$ cat src/rtl/aes_gf_pkg.sv
// GF(2^8) helpers shared by the AES MixColumns/InvMixColumns stages,
// plus the state encoding used by the iterative column engines.
package aes_gf_pkg;

    localparam logic [7:0] AES_POLY = 8'h1b;

    typedef logic [1:0] state_t;
    localparam state_t ST_IDLE = 2'd0;
    localparam state_t ST_BUSY = 2'd1;
    localparam state_t ST_DONE = 2'd2;

    function automatic logic [7:0] gf_xtime(input logic [7:0] b);
        return {b[6:0], 1'b0} ^ (AES_POLY & {8{b[7]}});
    endfunction

    function automatic logic [7:0] gf_mul09(input logic [7:0] b);
        logic [7:0] x2, x4, x8;
        x2 = gf_xtime(b);
        x4 = gf_xtime(x2);
        x8 = gf_xtime(x4);
        return x8 ^ b;
    endfunction

    function automatic logic [7:0] gf_mul0b(input logic [7:0] b);
        logic [7:0] x2, x4, x8;
        x2 = gf_xtime(b);
        x4 = gf_xtime(x2);
        x8 = gf_xtime(x4);
        return x8 ^ x2 ^ b;
    endfunction

    function automatic logic [7:0] gf_mul0d(input logic [7:0] b);
        logic [7:0] x2, x4, x8;
        x2 = gf_xtime(b);
        x4 = gf_xtime(x2);
        x8 = gf_xtime(x4);
        return x8 ^ x4 ^ b;
    endfunction

    function automatic logic [7:0] gf_mul0e(input logic [7:0] b);
        logic [7:0] x2, x4, x8;
        x2 = gf_xtime(b);
        x4 = gf_xtime(x2);
        x8 = gf_xtime(x4);
        return x8 ^ x4 ^ x2;
    endfunction

endpackage

$ cat src/rtl/inv_mcol_col.sv
// Combinational InvMixColumns of one 32-bit column; byte 0 is the MSB byte.
module inv_mcol_col
    import aes_gf_pkg::*;
(
    input  logic [31:0] col_in,
    output logic [31:0] col_out
);

    logic [7:0] s0, s1, s2, s3;
    logic [7:0] r0, r1, r2, r3;

    assign s0 = col_in[31:24];
    assign s1 = col_in[23:16];
    assign s2 = col_in[15:8];
    assign s3 = col_in[7:0];

    assign r0 = gf_mul0e(s0) ^ gf_mul0b(s1) ^ gf_mul0d(s2) ^ gf_mul09(s3);
    assign r1 = gf_mul09(s0) ^ gf_mul0e(s1) ^ gf_mul0b(s2) ^ gf_mul0d(s3);
    assign r2 = gf_mul0d(s0) ^ gf_mul09(s1) ^ gf_mul0e(s2) ^ gf_mul0b(s3);
    assign r3 = gf_mul0b(s0) ^ gf_mul0d(s1) ^ gf_mul09(s2) ^ gf_mul0e(s3);

    assign col_out = {r0, r1, r2, r3};

endmodule

$ cat src/rtl/inv_mcol.sv
// Iterative InvMixColumns: one 128-bit block per handshake, one column per
// cycle through a single shared column transform, result held until taken.
module inv_mcol
    import aes_gf_pkg::*;
(
    input  logic         clk,
    input  logic         rst_n,
    input  logic         in_valid,
    output logic         in_ready,
    input  logic [127:0] in_state,
    output logic         out_valid,
    input  logic         out_ready,
    output logic [127:0] out_state
);

    // Handshakes: a transfer happens on a rising edge where valid and ready
    // are both high; ready/valid outputs here are pure decodes of state_q.

    state_t        state_q, state_d;
    logic [127:0]  src_q, src_d;
    logic [127:0]  dst_q, dst_d;
    logic [1:0]    col_q, col_d;
    logic [31:0]   col_in;
    logic [31:0]   col_out;

    assign col_in = src_q[{col_q, 5'b00000} +: 32];

    inv_mcol_col u_col (
        .col_in  (col_in),
        .col_out (col_out)
    );

    always_comb begin
        state_d = state_q;
        src_d   = src_q;
        dst_d   = dst_q;
        col_d   = col_q;
        case (state_q)
            ST_IDLE: begin
                if (in_valid) begin
                    src_d   = in_state;
                    col_d   = 2'd0;
                    state_d = ST_BUSY;
                end
            end
            ST_BUSY: begin
                dst_d[{col_q, 5'b00000} +: 32] = col_out;
                col_d = col_q + 2'd1;
                if (col_q == 2'd3) begin
                    state_d = ST_DONE;
                end
            end
            ST_DONE: begin
                if (out_ready) begin
                    state_d = ST_IDLE;
                end
            end
            default: state_d = ST_IDLE;
        endcase
    end

    always_ff @(posedge clk or negedge rst_n) begin
        if (!rst_n) begin
            state_q <= ST_IDLE;
            src_q   <= '0;
            dst_q   <= '0;
            col_q   <= '0;
        end else begin
            state_q <= state_d;
            src_q   <= src_d;
            dst_q   <= dst_d;
            col_q   <= col_d;
        end
    end

    assign in_ready  = (state_q == ST_IDLE);
    assign out_valid = (state_q == ST_DONE);
    assign out_state = dst_q;

endmodule

$ cat config.mk
export PLATFORM = sky130hd
export DESIGN_NAME = inv_mcol
export DESIGN_NICKNAME = d
export VERILOG_FILES = /design/src/rtl/aes_gf_pkg.sv /design/src/rtl/inv_mcol_col.sv /design/src/rtl/inv_mcol.sv
export SDC_FILE = /design/constraint.sdc
export NUM_CORES = 1
export LEC_CHECK = 0
export ABC_AREA = 1
export CAP_MARGIN = 20
export CELL_PAD_IN_SITES_DETAIL_PLACEMENT = 1
export CELL_PAD_IN_SITES_GLOBAL_PLACEMENT = 1
export CORE_ASPECT_RATIO = 1.4
export CORE_MARGIN = 3
export CORE_UTILIZATION = 42
export DETAILED_ROUTE_END_ITERATION = 8
export PLACE_DENSITY = 0.87
export SETUP_SLACK_MARGIN = 0.1
export SLEW_MARGIN = 10
export SYNTH_ARGS = -nofsm -noshare
export SYNTH_HDL_FRONTEND = slang
export SYNTH_HIERARCHICAL = 1
export SYNTH_SLANG_ARGS = --single-unit
$ cat constraint.sdc
create_clock -name clk -period 5 [get_ports clk]
set_clock_uncertainty 0.1 [all_clocks]
set_input_delay 1.5 -clock clk [delete_from_list [all_inputs] [get_ports clk]]
set_output_delay 1.5 -clock clk [all_outputs]
set_load 0.01 [all_outputs]
==> impl_metrics.yaml, run 1 <==
clock_tree:
  cts_resized: 0
  clock_latency_ns: 0.57
  clk_path_buf_depth: 3
  clk_pin_slew_ns: 0.06
  cts_root_buf: "clkbuf_16"
  cts_tree: "built"
  clock-sinks: 260
  hold_buffers: 0
  cts_buffers: 27
  htree_levels: 1
  post_cts_buffers: 0
floorplan:
  start_util_pct: 42.6
  rows: 83
  io_pins: 262
  die_w_um: 169
  die_area_um2: 39700
  coreArea_um2: 36800
  die_height_um: 235
placed_design:
  gp_congestion: 1.01
  io_buffers: 261
  dpl.hpwl_mm: 42.0
logic_synthesis:
  synth-compound-area-share_pct: 4.30
  synthXorXnorAreaFrac_pct: 8.50
  synthAdderAreaFrac_pct: 0.399
  syn_avg_cell_area_um2: 7.32
  synthesis.nets: 2277
  synth-seq-cells: 260
  syn_area_um2: 15700
  synth_top_family_by_area: "simple AND/OR/NAND/NOR gates"
  ys_top_cells_by_area: "dfrtp_1 (42%), nand2_1 (23%), nand3_1 (5.9%), xor2_1 (5.1%), inv_1 (3.4%)"
  netlist_top_cells_count: "nand2_1 (958), dfrtp_1 (260), nand3_1 (186), inv_1 (142), nor2_1 (103)"
  synth.most_common_cell: "nand2_1"
  synthCells: 2140
  async_reset_ff_share_pct: 100
  yosys.area_share.simple_pct: 36.9
  yosysTopAreaCell: "dfrtp_1"
  synth_cell_types: 40
  yosysTopAreaCellShare_pct: 41.5
  synth_enable_flop_cells: 0
  synth_mux_area_share_pct: 0
  ys.warnings.count: 6
  ys.flop_type: "dfrtp_1"
  yosysSeqAreaShare_pct: 41.5
route:
  drt_wl_total_mm: 55.2
  ant_nets: 0
  drcViolationCount: 0
  vias: 14635
  first_pass_iters: 5
  wl_per_cell_um: 19.6
  drtIter0Drc: 944
  vias_per_cell: 5.20
run_status:
  outcome: "complete, no violations"
setup_path:
  critPathMaxFanout: 63
  worstPathArrival_ns: 4.67
  critPathKind: "reg2reg"
  critPathLaunchType: "register"
  cp.required_ns: 5.41
  end_kind: "register"
min_path:
  hp-class: "reg2reg"
layout:
  fin_nets: 2466
  layout-drive-gt1-share_pct: 6.87
  n_antenna_cell: 0
  area_growth_pct: 22.6
  utilization_pct: 52.3
sta:
  maxSlewHeadroom_pct: 37.1
  final_hold_viol_count: 0
  setup_viol: 0
  fmax_ghz: 0.234
  maxSlewViolCount: 0
  tns_ns: 0
  layout_worst_path_cycle_share_pct: 85.4
  grt_setup_unrepaired: "no"
  worst-slew-pin-transition_ns: 0.943
  min_period_ns: 4.27
global_route:
  grt_pass1_vias: 15474
  grt_pass1_wl_mm: 86.1
  use_met2_pct: 51.6
  grt.busiest_layer: "met2"
  overflow: 0
  grtUsageMet1_pct: 31.4
  grt_max_degree: 99
  grt.total_usage_pct: 27.6
  antenna_found_initial: 0
  use_met3_pct: 3.07
flow_run:
  cap_violations: 0
## layout make-up
cell class	count	area, um2
Sequential cell	260	6510
Inverter	160	613
Tap cell	467	584
Clock buffer	39	781
Multi-Input combinational cell	1601	7860
Fill cell	4607	17500
Timing Repair Buffer	279	2800
Clock inverter	6	78.8
## per-stage QoR
step / std cells / worst slack (ns) / hold WS (ns) / cell area, um2
after floorplan: 2140 / 2.33 / 0.337 / 15700
after global placement: 2767 / 0.793 / 0.349 / 18400
after detailed placement: 2767 / 0.795 / 0.353 / 18400
after CTS: 2812 / 0.735 / 0.369 / 19200
after global routing: 2812 / 0.445 / 0.382 / 19200
final: 2812 / 0.732 / 0.367 / 19200
## path summary, 6_finish.rpt
| kind | cells past startpoint | endpoint | start | slack, ns |
|---|---|---|---|---|
| worst min-delay path | 2 | src_q[1]$_DFFE_PN0P_ | src_q[1]$_DFFE_PN0P_ | 0.37 |
| max in group asynchronous | 2 | src_q[55]$_DFFE_PN0P_ | rst_n | 2.91 |
| worst max-delay path | 22 | out_state[52]$_DFFE_PN0P_ | col_q[0]$_DFFE_PN0P_ | 0.73 |
| worst min register to register | 2 | src_q[1]$_DFFE_PN0P_ | src_q[1]$_DFFE_PN0P_ | 0.37 |
| min in group asynchronous | 1 | out_state[114]$_DFFE_PN0P_ | rst_n | 0.85 |
| worst max register to register | 22 | out_state[52]$_DFFE_PN0P_ | col_q[0]$_DFFE_PN0P_ | 0.73 |
## flip-flops by register name, indices dropped and copies added (netlist names)
name and cells:
out_state 128, state_q 2, col_q 2, src_q 128
## per-layer routing
metal	share of wire [%]	wire, um
met5	0	0
met4	5.4	2980
met3	3.9	2130
met2	52	28600
met1	39	21400
## cells by family (layout without fill, tap and decap cells)
family,Yosys count,count (layout)
AOI/OAI and AO/OA,102,102
xor gates and xnor gates,144,144
buffers and inverters,279,484
DFF,260,260
adders and majority gates,5,5
and+or+nand+nor,1350,1350
## critical path, stage by stage, from the launching register on
cell      delay [ns]
dfrtp_1         0.41
inv_4           0.47
buf_4           0.52
nand2_1         0.16
o211ai_1        0.12
nand2_1         0.25
inv_1           0.21
nand2_1         0.07
nand2_1         0.13
nand2_1         0.07
nand2_1         0.20
inv_1           0.09
nand2_1         0.09
nand2_1         0.06
nand2_1         0.05
nand2_1         0.06
nand2_1         0.05
inv_1           0.03
nor2_1          0.27
inv_1           0.12
nor3_1          0.41
nand2_1         0.13
nand2_1         0.10
## placed cells by master, fill, tap and decap left out, drive strengths merged
cell type	count
dfrtp	260
xnor2	49
clkbuf	39
bufinv	1
nand2	1000
clkinvlp	1
nand3	194
nand4	2
clkinv	4
nor2	109
or2	3
o211ai	32
ha	5
buf	20
xor2	95
inv	160
o21ai	37
nor3	33
o21a	32
nand3b	9
o31ai	1
clkdlybuf4s50	259
Power of run 1 is not shown: default switching activity piles up to over one toggle a cycle in this logic, so the estimate is an artifact.
==> run 2, diff against run 1 <==
CORE_UTILIZATION = 35   (was 42)
PLACE_DENSITY = 0.78   (was 0.87)
clock period = 3.75 ns   (was 5 ns; I/O delays follow)
==> run 2 against run 1 <==
Worst setup slack worse by 0.35 ns. Wire length is 0.41% higher. Worst hold slack better by 0.0011 ns. Flip-flop and latch count stayed put. Non-clock buffer count is 21 higher. Cell count is 4.1% higher. Sequential share of layout area is 0.84 points lower. Critical endpoint unchanged. Largest cell class unchanged. Highest routed layer unchanged.
==> impl_metrics.yaml, run 2 (same netlist as run 1, synthesis figures left out) <==
setup_path:
  critPathKind: "reg2reg"
  critPathLaunchType: "register"
  worstPathArrival_ns: 3.78
  reg2reg_from: "col_q[0]$_DFFE_PN0P_"
  cp.required_ns: 4.16
  critPathMaxFanout: 18
  end_kind: "register"
  cp-startpoint: "col_q[0]$_DFFE_PN0P_"
placed_design:
  postPlaceCellArea_um2: 18700
  dp_slack_ns: 0.254
  dpl.hpwl_mm: 43.2
  gp_congestion: 1.01
  io_buffers: 261
floorplan:
  die_height_um: 256
  die_w_um: 185
  io_pins: 262
  start_util_pct: 35.5
  rows: 91
  die_area_um2: 47400
  coreArea_um2: 44200
clock_tree:
  clk_path_buf_depth: 3
  clk_pin_slew_ns: 0.07
  cts_root_buf: "clkbuf_16"
  clock-sinks: 260
  cts_buffers: 28
  htree_levels: 1
  cts_tree: "built"
  post_cts_buffers: 0
  clock_latency_ns: 0.58
sta:
  maxSlewViolCount: 0
  grt_setup_unrepaired: "yes"
  maxSlewHeadroom_pct: 40.3
  fin_hold_ws_ns: 0.368
  worst-slew-pin-transition_ns: 0.893
  fmax_ghz: 0.297
  min_period_ns: 3.37
  setup_ws_ns: 0.383
  setup_viol: 0
  final_hold_viol_count: 0
  tns_ns: 0
  layout_worst_path_cycle_share_pct: 89.8
layout:
  regArea_um2: 6510
  fillers: 5480
  n_antenna_cell: 0
  area_growth_pct: 25.8
  multi_input_area_um2: 7890
  mostFrequentLayoutCell: "nand2_1"
  layout-drive-gt1-share_pct: 8.23
  design_area_um2: 19700
  final_cell_mix: "nand2_1 (952), dfrtp_1 (259), clkdlybuf4s50_1 (259), nand3_1 (186), inv_1 (142)"
  fin_nets: 2488
flow_run:
  cap_violations: 0
route:
  drtIter0Drc: 762
  drt_wl_total_mm: 55.4
  ant_nets: 0
  wl_per_cell_um: 18.9
  vias_per_cell: 4.90
  vias: 14360
  first_pass_iters: 4
  drcViolationCount: 0
min_path:
  hp-class: "reg2reg"
  hold_start: "src_q[11]$_DFFE_PN0P_"
global_route:
  antenna_found_initial: 0
  grt.total_usage_pct: 23.2
  grt_max_degree: 116
  overflow: 0
  grt_pass1_vias: 15402
  grt_pass1_wl_mm: 87.1
run_status:
  outcome: "complete, no violations"
-- run 2: stage by stage --
stage / util (%) / cells
floorplan: - / 2140
global placement: 42.2 / 2878
detailed placement: 42.2 / 2878
CTS: 44.5 / 2927
global route: 44.6 / 2928
finish: 44.6 / 2928
-- run 2: final timing paths --
check                                            end  slack [ns]  depth (start not counted)
max                        out_state[52]$_DFFE_PN0P_        0.38                         20
min                            src_q[11]$_DFFE_PN0P_        0.37                          2
max reg2reg                out_state[52]$_DFFE_PN0P_        0.38                         20
min reg2reg                    src_q[11]$_DFFE_PN0P_        0.37                          2
max in group asynchronous      src_q[74]$_DFFE_PN0P_        2.24                          2
min in group asynchronous  out_state[49]$_DFFE_PN0P_        0.39                          1
-- run 2: routing by layer --
layer  GRT usage, %  share of wire, %  wire length, um  vias up
met2           43.0                53            29300      331
met4           7.49               3.3             1830        0
met5              0                 0                0        -
met1           28.0                41            22700     6948
li1               -                 -                -     7012
met3           2.04               2.9             1630       69
-- run 2: final cells by class --
type                            instances  share of cell area, %
Multi-Input combinational cell       1601                   40.0
Tap cell                              558                   3.54
Timing Repair Buffer                  300                   15.3
Inverter                              160                   3.11
Sequential cell                       260                   33.0
Clock inverter                         13                   1.09
Clock buffer                           36                   3.91
-- run 2: timing repair --
item / CTS / global route
hold buffers: 0 / 0
resized for setup: 0 / 8
endpoints found under the setup margin: 0 / 20
-- run 2: worst max-delay path, stage by stage, from the launching register on --
cell and delay, ns:
dfrtp_1 0.44, inv_4 0.11, buf_4 0.22, nand2_1 0.08, o211ai_1 0.13, nand2_1 0.30
xnor2_2 0.40, nand2_1 0.09, nand2_1 0.19, inv_1 0.10, nand2_1 0.08, nand2_1 0.05
nand2_1 0.05, nand2_1 0.07, nand2_1 0.06, inv_1 0.04, nor2_1 0.22, inv_1 0.10
nor3_1 0.27, nand2_1 0.08, nand2_1 0.08
Power of run 2 is left out for the same reason.
==> run 3, diff against run 2 <==
SKIP_LAST_GASP = 1   (was unset)
==> results of run 3 <==
No change in the layout: final DEF, timing and power equal those of run 2.
Power of run 3 is left out for the same reason.
